[src/rtl/dmod_serializer.sv]
// dmod_serializer: buffers packer symbols in a FIFO and shifts each out MSB-first
// on a single serial line, with a per-symbol start marker and sticky overflow.
// Optional feature macro: DMOD_SER_PARITY_EN appends one even-parity bit per frame.
module dmod_serializer #(
  parameter int SYM_W      = 5,
  parameter int FIFO_DEPTH = 8,
  parameter int BIT_DIV    = 1
) (
  input  logic                              clk,
  input  logic                              reset_n,
  input  logic [SYM_W-1:0]                  dmod,
  input  logic                              mod_en,
  output logic                              ser_out,
  output logic                              ser_valid,
  output logic                              sym_start,
  output logic [$clog2(FIFO_DEPTH+1)-1:0]   fifo_cnt,
  output logic                              overflow,
  output logic                              idle
);

  localparam int CNT_W = $clog2(FIFO_DEPTH + 1);
  localparam int PTR_W = $clog2(FIFO_DEPTH);
  localparam int DIV_W = (BIT_DIV > 1) ? $clog2(BIT_DIV) : 1;
`ifdef DMOD_SER_PARITY_EN
  localparam int FRAME_BITS = SYM_W + 1;
`else
  localparam int FRAME_BITS = SYM_W;
`endif
  localparam int BIT_W = $clog2(FRAME_BITS);

  localparam logic [CNT_W-1:0] FULL_CNT = CNT_W'(FIFO_DEPTH);
  localparam logic [DIV_W-1:0] DIV_LAST = DIV_W'(BIT_DIV - 1);
  localparam logic [BIT_W-1:0] BIT_LAST = BIT_W'(FRAME_BITS - 1);

  typedef enum logic {IDLE, SHIFT} state_t;

  logic [SYM_W-1:0] mem [FIFO_DEPTH];
  logic [PTR_W-1:0] wr_ptr_q, wr_ptr_d, rd_ptr_q, rd_ptr_d;
  logic [CNT_W-1:0] cnt_q, cnt_d;
  state_t           state_q, state_d;
  logic [SYM_W-1:0] shift_q, shift_d;
  logic [BIT_W-1:0] bit_q, bit_d;
  logic [DIV_W-1:0] div_q, div_d;
  logic             out_q, out_d, valid_q, valid_d, start_q, start_d;
  logic             ovf_q, ovf_d, idle_q, idle_d;
`ifdef DMOD_SER_PARITY_EN
  logic             par_q, par_d;
`endif
  logic [SYM_W-1:0] head;
  logic             push, pop, load;

  assign head = mem[rd_ptr_q];
  // Full check uses the registered count, so a same-edge pop never rescues a write.
  assign push = mod_en && (cnt_q != FULL_CNT);

  // Symbol storage; flushing on reset is done by clearing the pointers and count.
  always_ff @(posedge clk) begin
    if (push) mem[wr_ptr_q] <= dmod;
  end

  // Next-state logic for the FIFO bookkeeping, frame sequencer and registered outputs.
  always_comb begin
    state_d = state_q;
    shift_d = shift_q;
    bit_d   = bit_q;
    div_d   = div_q;
    out_d   = out_q;
    valid_d = valid_q;
    start_d = start_q;
`ifdef DMOD_SER_PARITY_EN
    par_d   = par_q;
`endif
    load    = 1'b0;
    case (state_q)
      IDLE: begin
        if (cnt_q != '0) load = 1'b1;
      end
      SHIFT: begin
        if (div_q == DIV_LAST) begin
          div_d = '0;
          if (bit_q == BIT_LAST) begin
            if (cnt_q != '0) begin
              load = 1'b1;
            end else begin
              state_d = IDLE;
              out_d   = 1'b0;
              valid_d = 1'b0;
              start_d = 1'b0;
              bit_d   = '0;
            end
          end else begin
            bit_d   = bit_q + BIT_W'(1);
            shift_d = {shift_q[SYM_W-2:0], 1'b0};
            start_d = 1'b0;
`ifdef DMOD_SER_PARITY_EN
            out_d   = (bit_q == BIT_W'(SYM_W - 1)) ? par_q : shift_d[SYM_W-1];
`else
            out_d   = shift_d[SYM_W-1];
`endif
          end
        end else begin
          div_d = div_q + DIV_W'(1);
        end
      end
      default: state_d = IDLE;
    endcase
    if (load) begin
      state_d = SHIFT;
      shift_d = head;
      bit_d   = '0;
      div_d   = '0;
      out_d   = head[SYM_W-1];
      valid_d = 1'b1;
      start_d = 1'b1;
`ifdef DMOD_SER_PARITY_EN
      par_d   = ^head;
`endif
    end
    pop      = load;
    wr_ptr_d = push ? wr_ptr_q + PTR_W'(1) : wr_ptr_q;
    rd_ptr_d = pop  ? rd_ptr_q + PTR_W'(1) : rd_ptr_q;
    case ({push, pop})
      2'b10:   cnt_d = cnt_q + CNT_W'(1);
      2'b01:   cnt_d = cnt_q - CNT_W'(1);
      default: cnt_d = cnt_q;
    endcase
    ovf_d  = ovf_q | (mod_en && (cnt_q == FULL_CNT));
    idle_d = (state_d == IDLE) && (cnt_d == '0);
  end

  // Single state register; reset aborts any frame and flushes the FIFO.
  always_ff @(posedge clk or negedge reset_n) begin
    if (!reset_n) begin
      wr_ptr_q <= '0;
      rd_ptr_q <= '0;
      cnt_q    <= '0;
      state_q  <= IDLE;
      shift_q  <= '0;
      bit_q    <= '0;
      div_q    <= '0;
      out_q    <= 1'b0;
      valid_q  <= 1'b0;
      start_q  <= 1'b0;
      ovf_q    <= 1'b0;
      idle_q   <= 1'b1;
`ifdef DMOD_SER_PARITY_EN
      par_q    <= 1'b0;
`endif
    end else begin
      wr_ptr_q <= wr_ptr_d;
      rd_ptr_q <= rd_ptr_d;
      cnt_q    <= cnt_d;
      state_q  <= state_d;
      shift_q  <= shift_d;
      bit_q    <= bit_d;
      div_q    <= div_d;
      out_q    <= out_d;
      valid_q  <= valid_d;
      start_q  <= start_d;
      ovf_q    <= ovf_d;
      idle_q   <= idle_d;
`ifdef DMOD_SER_PARITY_EN
      par_q    <= par_d;
`endif
    end
  end

  assign ser_out   = out_q;
  assign ser_valid = valid_q;
  assign sym_start = start_q;
  assign fifo_cnt  = cnt_q;
  assign overflow  = ovf_q;
  assign idle      = idle_q;

endmodule

[config.mk]
export PLATFORM = sky130hd
export DESIGN_NAME = dmod_serializer
export DESIGN_NICKNAME = d
export VERILOG_FILES = /design/src/rtl/dmod_serializer.sv
export SDC_FILE = /design/constraint.sdc
export NUM_CORES = 1
export LEC_CHECK = 0
export CORE_MARGIN = 5
export CORE_UTILIZATION = 34
export DETAILED_ROUTE_END_ITERATION = 8
export PLACE_DENSITY = 0.52
export SLEW_MARGIN = 20
export SYNTH_ARGS = -nofsm -noshare
export SYNTH_HDL_FRONTEND = slang
export SYNTH_SLANG_ARGS = --single-unit
export TNS_END_PERCENT = 1
[constraint.sdc]
create_clock -name clk -period 5.5 [get_ports clk]
set_input_delay 1.1 -clock clk [delete_from_list [all_inputs] [get_ports clk]]
set_output_delay 1.1 -clock clk [all_outputs]
set_load 0.005 [all_outputs]
==> results of run 1 <==
==> synth_stat cells <==
cell type,number
nor2_1,13
dfrtp_1,22
clkbuf_1,1
buf_2,1
nor3b_1,1
o21ai_1,1
nor3_1,5
nand3_1,3
a222oi_1,1
o21ai_0,4
nand2_1,13
o311ai_0,1
nor4_2,1
mux2i_1,5
a211oi_4,1
buf_6,1
a21oi_1,4
ha_1,6
buf_1,1
edfxtp_1,40
a21boi_1,1
nand2b_1,2
nor4_1,1
dfstp_2,1
xor2_1,5
and2_1,1
a22o_1,1
mux4_2,10
xnor2_1,4
a21o_1,1
inv_1,3
o21bai_1,1
o221a_2,3
mux2_2,3
mux2_1,1
or4b_4,1
==> cells by family after synthesis <==
group	after synthesis
compound gates	19
mux	19
xor+xnor	9
flops	63
buf+inv	7
fa+ha+maj	6
simple gates	41
==> layout make-up <==
type / instances / area (µm²) / share of cell area
clock buffers: 9 / 124 / 0.0396
clock inverters: 7 / 111 / 0.0356
inverters: 3 / 11.3 / 0.00360
multi-input cells: 94 / 820 / 0.262
flip-flops and latches: 63 / 1780 / 0.569
well taps: 102 / 128 / 0.0408
repair buffers: 16 / 155 / 0.0496
==> worst register-to-register path: cells and delay by family (launching register included) <==
kind	cells	cell delay [ns]
compound gates	1	0.52
flops	1	0.40
simple gates	2	0.52
fa+ha+maj	2	0.70
buf+inv	1	0.06
mux	1	0.38
==> per-stage QoR <==
step           power [mW]  cell area, µm²  cells  utilization  setup WS [ns]
2_1_floorplan        1.09            2630    164            -           3.21
3_3_place_gp         1.24            2900    278        0.379           2.39
3_5_place_dp         1.25            2900    278        0.379           2.29
4_1_cts              1.73            3130    294        0.410           2.65
5_1_grt              1.82            3130    294        0.409           2.47
6_report             1.71            3130    294        0.409           2.61
==> per-layer routing <==
metal / vias up / wire, µm
li1: 671 / -
met1: 780 / 2320
met2: 29 / 2450
met3: 8 / 210
met4: 0 / 82
met5: - / 0
==> registers in the layout, indices dropped and copies added, names as in the netlist, 3 cells and up <==
signal,count
mem,40
fifo_cnt,4
shift_q,4
bit_q,3
rd_ptr_q,3
wr_ptr_q,3
==> path summary, 6_finish.rpt <==
path,from,end,slack (ns),cells after the start
hold / removal,sym_start$_DFFE_PN0P_,sym_start$_DFFE_PN0P_,0.48,1
setup / recovery,mod_en,mem[0][0]$_DFFE_PP_,2.61,3
hold reg to reg,sym_start$_DFFE_PN0P_,sym_start$_DFFE_PN0P_,0.48,1
min in group asynchronous,reset_n,fifo_cnt[1]$_DFF_PN0_,0.73,1
max in group asynchronous,reset_n,idle$_DFF_PN1_,4.40,1
setup reg to reg,bit_q[0]$_DFFE_PN0P_,idle$_DFF_PN1_,2.83,7
==> power by group through the flow <==
stage | clock, mW | combinational (mW) | sequential, mW
after floorplan | 0 | 0.384 | 0.705
after global placement | 0 | 0.463 | 0.774
after detailed placement | 0 | 0.470 | 0.779
after CTS | 0.488 | 0.476 | 0.770
after global routing | 0.510 | 0.523 | 0.790
final | 0.479 | 0.466 | 0.767
==> flow_metrics.env, run 1 <==
export IMPL_period_minus_slack_ns=2.89
export IMPL_drt_first_pass_iters=4
export IMPL_fin_tns_setup_ns=0
export IMPL_grtUsageMet1=0.148
export IMPL_cts_buffers=9
export IMPL_pwr_share_seq=0.448
export IMPL_max_freq_mhz=346
export IMPL_synth_compound_area_frac=0.0566
export IMPL_busiest_layer="met2"
export IMPL_root_buffer="clkbuf_8"
export IMPL_postCtsSetupRepairBufs=0
export IMPL_vdd_drop_max_mv=0.170
export IMPL_areaGrowthSynthToFinish_pct=18.8
export IMPL_min_path_type="reg2reg"
export IMPL_cts_resized=0
export IMPL_gr_usage_met3=0.0379
export IMPL_cp_top_family="simple AND/OR/NAND/NOR gates"
export IMPL_yosys_top_cells_area="edfxtp_1, dfrtp_1, mux4_2, ha_1, mux2i_1"
export IMPL_fin_worst_skew_ns=0.00942
export IMPL_cts_tree="yes"
export IMPL_path_max_fanout=7
export IMPL_synth_top_family_by_area="multiplexers"
export IMPL_ctsHoldBuffers=0
export IMPL_syn_cell_area_um2=2630
export IMPL_clockBufferDepth=2
export IMPL_rows=32
export IMPL_swShare=0.305
export IMPL_grt_pass1_wl_um=8320
export IMPL_end_kind="flip-flop"
export IMPL_yosysTopAreaCell="edfxtp_1"
export IMPL_clkPwrFrac=0.280
export IMPL_tightest_slew_ns=1.04
export IMPL_clk_insertion_delay_late_ns=0.34
export IMPL_path_class="in2reg"
export IMPL_finalSetupViolations=0
export IMPL_cp_data_required_time_ns=5.46
export IMPL_wl_per_cell_um=17.2
export IMPL_yosys_area_share_adder=0.0285
export IMPL_dpl_hpwl_um=3470
export IMPL_worst_path_buf_inv=1
export IMPL_track_usage=0.114
export IMPL_fillers=704
export IMPL_drive_gt1_frac=0.182
export IMPL_synth_xor_area_frac=0.0299
export IMPL_finalHoldViolCount=0
export IMPL_p_int_mw=1.19
export IMPL_synth_seq_cells=63
export IMPL_yosysWarnings=0
export IMPL_rsz0062_at_grt="false"
export IMPL_cts_max_level=3
export IMPL_routed_wl_um=5060
export IMPL_final_common_cell="edfxtp_1"
export IMPL_vias=1488
export IMPL_power_switching_mw=0.523
export IMPL_status="complete, no violations"
export IMPL_critPathLaunchType="input pin"
export IMPL_die_h_um=98.0
export IMPL_dieArea_um2=9600
export IMPL_place_congestion=0.844
export IMPL_p_per_area_nw_per_um2=548
export IMPL_initial_core_util=0.344
export IMPL_numPortBuffers=16
export IMPL_synth_nets=178
export IMPL_critPathSlowestCell="nor4_1"
export IMPL_grt_pass1_vias=1563
export IMPL_slew_violations=0
export IMPL_maxCapViolations=0
export IMPL_combPwrFrac=0.272
export IMPL_ios=17
export IMPL_critPathMaxStageDelay_ns=0.85
export IMPL_core_um2=7650
export IMPL_ant_nets=0
export IMPL_grtUsageMet2=0.176
export IMPL_num_nets_final=201
export IMPL_viasPerCell=5.06
export IMPL_syn_inst=164
export IMPL_grt_max_degree=24
export IMPL_crit_arrival_ns=2.85
export IMPL_cts_reportedPaths_clkPinSlew_ns=0.07
export IMPL_layout_common_cells="edfxtp_1, dfrtp_1, clkdlybuf4s50_1"
export IMPL_clkSinkCount=63
export IMPL_yosys_area_share_simple=0.0746
export IMPL_slew_headroom=0.299
export IMPL_antenna_cells=0
export IMPL_p_leak_nw=1.13
export IMPL_drc=0
export IMPL_drt_initial_drc_count=90
export IMPL_synth_mux_area_frac=0.122
export IMPL_die_w_um=98.0
export IMPL_grt_ovfl_total=0
export IMPL_fin_crit_sh=0.526
export IMPL_ys_types=36
export IMPL_crit_chain="clkdlybuf4s50_1, nand2_1, nor4_1"
export IMPL_yosys_area_top_type_share=0.456
export IMPL_ys_seq_area_frac=0.675
export IMPL_syn_avg_cell_area_um2=16.1
export IMPL_whs_ns=0.481
export IMPL_antenna_found_initial=0
(Power assumes the default switching activity.)
==> inputs of run 2 (changes only) <==
clock period = 2.9 ns   (was 5.5 ns; I/O delays follow)
==> flow_metrics.env, run 2 (synthesis results as in run 1) <==
export IMPL_core_um2=7650
export IMPL_critPathLaunchType="flip-flop"
export IMPL_root_buffer="clkbuf_8"
export IMPL_cts_tree="yes"
export IMPL_rsz0062_at_grt="false"
export IMPL_drt_first_pass_iters=4
export IMPL_fin_util=0.413
export IMPL_crit_chain="or4b_4, a211oi_4, xor2_1, ha_1, mux2_2, nor3_1"
export IMPL_wl_per_cell_um=16.3
export IMPL_largest_register_ff_count=40
export IMPL_place_congestion=0.763
export IMPL_fin_crit_sh=0.841
export IMPL_status="complete, no violations"
export IMPL_grt_max_degree=24
export IMPL_antenna_cells=0
export IMPL_regMostFlops="mem"
export IMPL_finalPower_mw=3.09
export IMPL_die_w_um=98.0
export IMPL_cts_buffers=9
export IMPL_cts_reportedPaths_clkPinSlew_ns=0.07
export IMPL_slew_headroom=0.598
export IMPL_finalSetupViolations=0
export IMPL_grt_pass1_wl_um=8040
export IMPL_clockBufferDepth=2
export IMPL_ant_nets=0
export IMPL_track_usage=0.112
export IMPL_fin_tns_setup_ns=0
export IMPL_period_minus_slack_ns=2.44
export IMPL_end_kind="flip-flop"
export IMPL_antenna_found_initial=0
export IMPL_path_max_fanout=8
export IMPL_vdd_drop_max_mv=0.319
export IMPL_drc=0
export IMPL_cts_resized=0
export IMPL_die_h_um=98.0
export IMPL_cp_top_family="simple AND/OR/NAND/NOR gates"
export IMPL_clkSinkCount=63
export IMPL_routed_wl_um=4980
export IMPL_drive_gt1_frac=0.232
export IMPL_drt_initial_drc_count=66
export IMPL_design_area_um2=3160
export IMPL_finalHoldViolCount=0
export IMPL_setup_ws_ns=0.461
export IMPL_placed_cell_area_um2=2980
export IMPL_worst_path_buf_inv=0
export IMPL_viasPerCell=4.77
export IMPL_p_per_area_nw_per_um2=979
export IMPL_numPortBuffers=16
export IMPL_vias=1456
export IMPL_path_class="reg2reg"
export IMPL_ios=17
export IMPL_crit_arrival_ns=2.70
export IMPL_min_path_type="reg2reg"
export IMPL_cts_max_level=3
export IMPL_fin_worst_skew_ns=0.00720
export IMPL_cp_data_required_time_ns=3.16
export IMPL_place_ws_ns=0.407
export IMPL_initial_core_util=0.344
export IMPL_num_nets_final=212
export IMPL_slew_violations=0
export IMPL_dieArea_um2=9600
export IMPL_critPathSlowestCell="or4b_4"
export IMPL_rows=32
export IMPL_postCtsSetupRepairBufs=0
export IMPL_clk_insertion_delay_late_ns=0.34
export IMPL_ctsHoldBuffers=0
export IMPL_grt_ovfl_total=0
export IMPL_layout_common_cells="edfxtp_1, dfrtp_1, clkdlybuf4s50_1"
export IMPL_dpl_hpwl_um=3370
export IMPL_max_freq_mhz=410
export IMPL_p_leak_nw=1.16
export IMPL_areaGrowthSynthToFinish_pct=20.0
export IMPL_maxCapViolations=0
export IMPL_grt_pass1_vias=1587
export IMPL_tightest_slew_ns=0.602
export IMPL_final_common_cell="edfxtp_1"
export IMPL_critPathMaxStageDelay_ns=0.62
run 2: where the power goes:
part,internal [mW],switching [mW],leakage (nW)
sequential,1.18,0.250,0.638
combinational,0.550,0.415,0.434
clock,0.318,0.375,0.0866
total,2.05,1.04,1.16
run 2: worst paths after layout:
kind / from / endpoint / slack [ns] / cells after the start
setup / recovery: fifo_cnt[2]$_DFF_PN0_ / idle$_DFF_PN1_ / 0.46 / 6
hold / removal: overflow$_DFF_PN0_ / overflow$_DFF_PN0_ / 0.48 / 1
setup reg to reg: fifo_cnt[2]$_DFF_PN0_ / idle$_DFF_PN1_ / 0.46 / 6
hold reg to reg: overflow$_DFF_PN0_ / overflow$_DFF_PN0_ / 0.48 / 1
max in group asynchronous: reset_n / idle$_DFF_PN1_ / 2.02 / 2
min in group asynchronous: reset_n / fifo_cnt[2]$_DFF_PN0_ / 0.59 / 2
run 2: layer usage:
metal  GRT usage  vias to the layer above  wire length (µm)
li1            -                      697                 -
met1       0.139                      723              2250
met2       0.179                       27              2450
met3      0.0307                        9               195
met4      0.0596                        0                85
met5           0                        -                 0
run 2: area by class of cell:
cell class / count / area, µm²
multi-input combinational: 94 / 820
inverter: 3 / 11.3
sequential: 63 / 1780
clock inverter: 7 / 55.1
clock buffer: 9 / 124
fill: 723 / 4490
timing repair buffer: 27 / 243
tap: 102 / 128
run 2: stage by stage:
step	hold slack, ns	std cells
2_1_floorplan	0.284	164
3_3_place_gp	0.458	289
3_5_place_dp	0.465	289
4_1_cts	0.483	305
5_1_grt	0.518	305
6_report	0.483	305
==> inputs of run 3 (changes only) <==
PLACE_DENSITY = 0.54   (was 0.52)
clock period = 2 ns   (was 2.9 ns; I/O delays follow)
==> flow_metrics.env, run 3 (synthesis results as in run 1) <==
export IMPL_core_um2=7650
export IMPL_grtUsageMet1=0.146
export IMPL_regMostFlops="mem"
export IMPL_fin_worst_skew_ns=0.00700
export IMPL_dieArea_um2=9600
export IMPL_path_class="reg2reg"
export IMPL_clk_insertion_delay_late_ns=0.34
export IMPL_setup_ws_ns=-0.190
export IMPL_rsz0062_at_grt="true"
export IMPL_crit_arrival_ns=2.43
export IMPL_busiest_layer="met2"
export IMPL_r2r_cells=8
export IMPL_initial_core_util=0.344
export IMPL_place_congestion=0.790
export IMPL_viasPerCell=4.85
export IMPL_p_leak_nw=1.24
export IMPL_wl_per_cell_um=15.9
export IMPL_antenna_cells=0
export IMPL_worst_path_buf_inv=0
export IMPL_ant_nets=0
export IMPL_reg2reg_slack_ns=-0.19
export IMPL_whs_ns=0.424
export IMPL_antenna_found_initial=0
export IMPL_cp_top_family="simple AND/OR/NAND/NOR gates"
export IMPL_critPathLaunchType="flip-flop"
export IMPL_violations="setup timing"
export IMPL_ctsHoldBuffers=0
export IMPL_tightest_slew_ns=0.352
export IMPL_die_h_um=98.0
export IMPL_critPathMaxStageDelay_ns=0.57
export IMPL_drc=0
export IMPL_die_w_um=98.0
export IMPL_crit_chain="or4b_4, a211oi_4, xor2_1, ha_1, a21oi_2, xor2_1, nor2_1, xor2_1"
export IMPL_slew_violations=0
export IMPL_drive_gt1_frac=0.309
export IMPL_cpMostUsedCell="xor2_1"
export IMPL_areaGrowthSynthToFinish_pct=25.7
export IMPL_final_common_cell="edfxtp_1"
export IMPL_grt_ovfl_total=0
export IMPL_maxCapViolations=0
export IMPL_largest_register_ff_count=40
export IMPL_vias=1562
export IMPL_dp_cells=306
export IMPL_cts_reportedPaths_clkPinSlew_ns=0.07
export IMPL_finalHoldViolCount=0
export IMPL_rows=32
export IMPL_max_freq_mhz=457
export IMPL_gr_usage_met3=0.0350
export IMPL_postCtsSetupRepairBufs=0
export IMPL_routed_wl_um=5120
export IMPL_ios=17
export IMPL_crit_reg2reg_launch="fifo_cnt[2]$_DFF_PN0_"
export IMPL_drt_first_pass_iters=4
export IMPL_period_minus_slack_ns=2.19
export IMPL_clockBufferDepth=2
export IMPL_grt_max_degree=24
export IMPL_slew_headroom=0.766
export IMPL_layout_common_cells="edfxtp_1, buf_4, dfrtp_1"
export IMPL_cts_max_level=3
export IMPL_cts_tree="yes"
export IMPL_status="complete, but fails checks"
export IMPL_r2r_end="fifo_cnt[2]$_DFF_PN0_"
export IMPL_path_max_fanout=3
export IMPL_num_nets_final=229
export IMPL_root_buffer="clkbuf_8"
export IMPL_finalSetupViolations=3
export IMPL_vdd_drop_max_mv=0.600
export IMPL_track_usage=0.117
export IMPL_fin_crit_sh=1.10
export IMPL_dpl_hpwl_um=3490
export IMPL_grt_pass1_vias=1682
export IMPL_end_kind="flip-flop"
export IMPL_numPortBuffers=16
export IMPL_final_cells=322
export IMPL_critPathSlowestCell="or4b_4"
export IMPL_min_path_type="in2async"
export IMPL_grtUsageMet2=0.188
export IMPL_drt_initial_drc_count=39
export IMPL_cts_buffers=9
export IMPL_p_per_area_nw_per_um2=1420
export IMPL_clkSinkCount=63
export IMPL_grt_pass1_wl_um=8630
export IMPL_cp_data_required_time_ns=2.24
-- run 3: per-layer routing --
metal	vias to the layer above	part of all wire
met3	13	0.039
met2	30	0.49
met5	-	0
met4	0	0.018
met1	791	0.45
li1	728	-
-- run 3: power breakdown --
group	internal [mW]	switching [mW]	leakage, nW
combinational	0.983	0.792	0.521
clock	0.448	0.508	0.0828
sequential	1.72	0.235	0.637
total	3.15	1.53	1.24
-- run 3: final cells by class --
class / count / area (µm²)
fill: 697 / 4340
sequential: 63 / 1780
multi-input combinational: 94 / 847
timing repair buffer: 44 / 370
tap: 102 / 128
clock buffer: 9 / 124
clock inverter: 7 / 50.0
inverter: 3 / 11.3
-- run 3: worst max-delay path by stage --
stage	to	slack, ns	from	cells past startpoint
3_5_place_dp	fifo_cnt[2]$_DFF_PN0_	-0.14	mod_en	8
6_report	fifo_cnt[2]$_DFF_PN0_	-0.19	fifo_cnt[2]$_DFF_PN0_	8
2_1_floorplan	fifo_cnt[2]$_DFF_PN0_	-0.19	fifo_cnt[1]$_DFF_PN0_	9
4_1_cts	fifo_cnt[2]$_DFF_PN0_	-0.17	fifo_cnt[2]$_DFF_PN0_	8
5_1_grt	fifo_cnt[2]$_DFF_PN0_	-0.29	fifo_cnt[2]$_DFF_PN0_	8
3_3_place_gp	fifo_cnt[2]$_DFF_PN0_	-0.09	mod_en	8
-- run 3: metrics by stage --
step / util / area (µm²) / TNS (ns) / total power [mW] / worst slack (ns)
3_3_place_gp: 0.408 / 3120 / -0.228 / 3.69 / -0.0873
2_1_floorplan: - / 2650 / -0.586 / 3.03 / -0.187
4_1_cts: 0.431 / 3290 / -0.334 / 4.74 / -0.165
3_5_place_dp: 0.408 / 3120 / -0.506 / 3.76 / -0.135
6_report: 0.433 / 3310 / -0.358 / 4.69 / -0.190
5_1_grt: 0.433 / 3310 / -0.621 / 5.02 / -0.289
-- run 3: what timing repair did --
item | CTS | global route
endpoints found under the setup margin | 4 | 5
endpoints found under the hold margin | 0 | 0
pin swaps | 0 | 1
gates resized for setup | 0 | 2
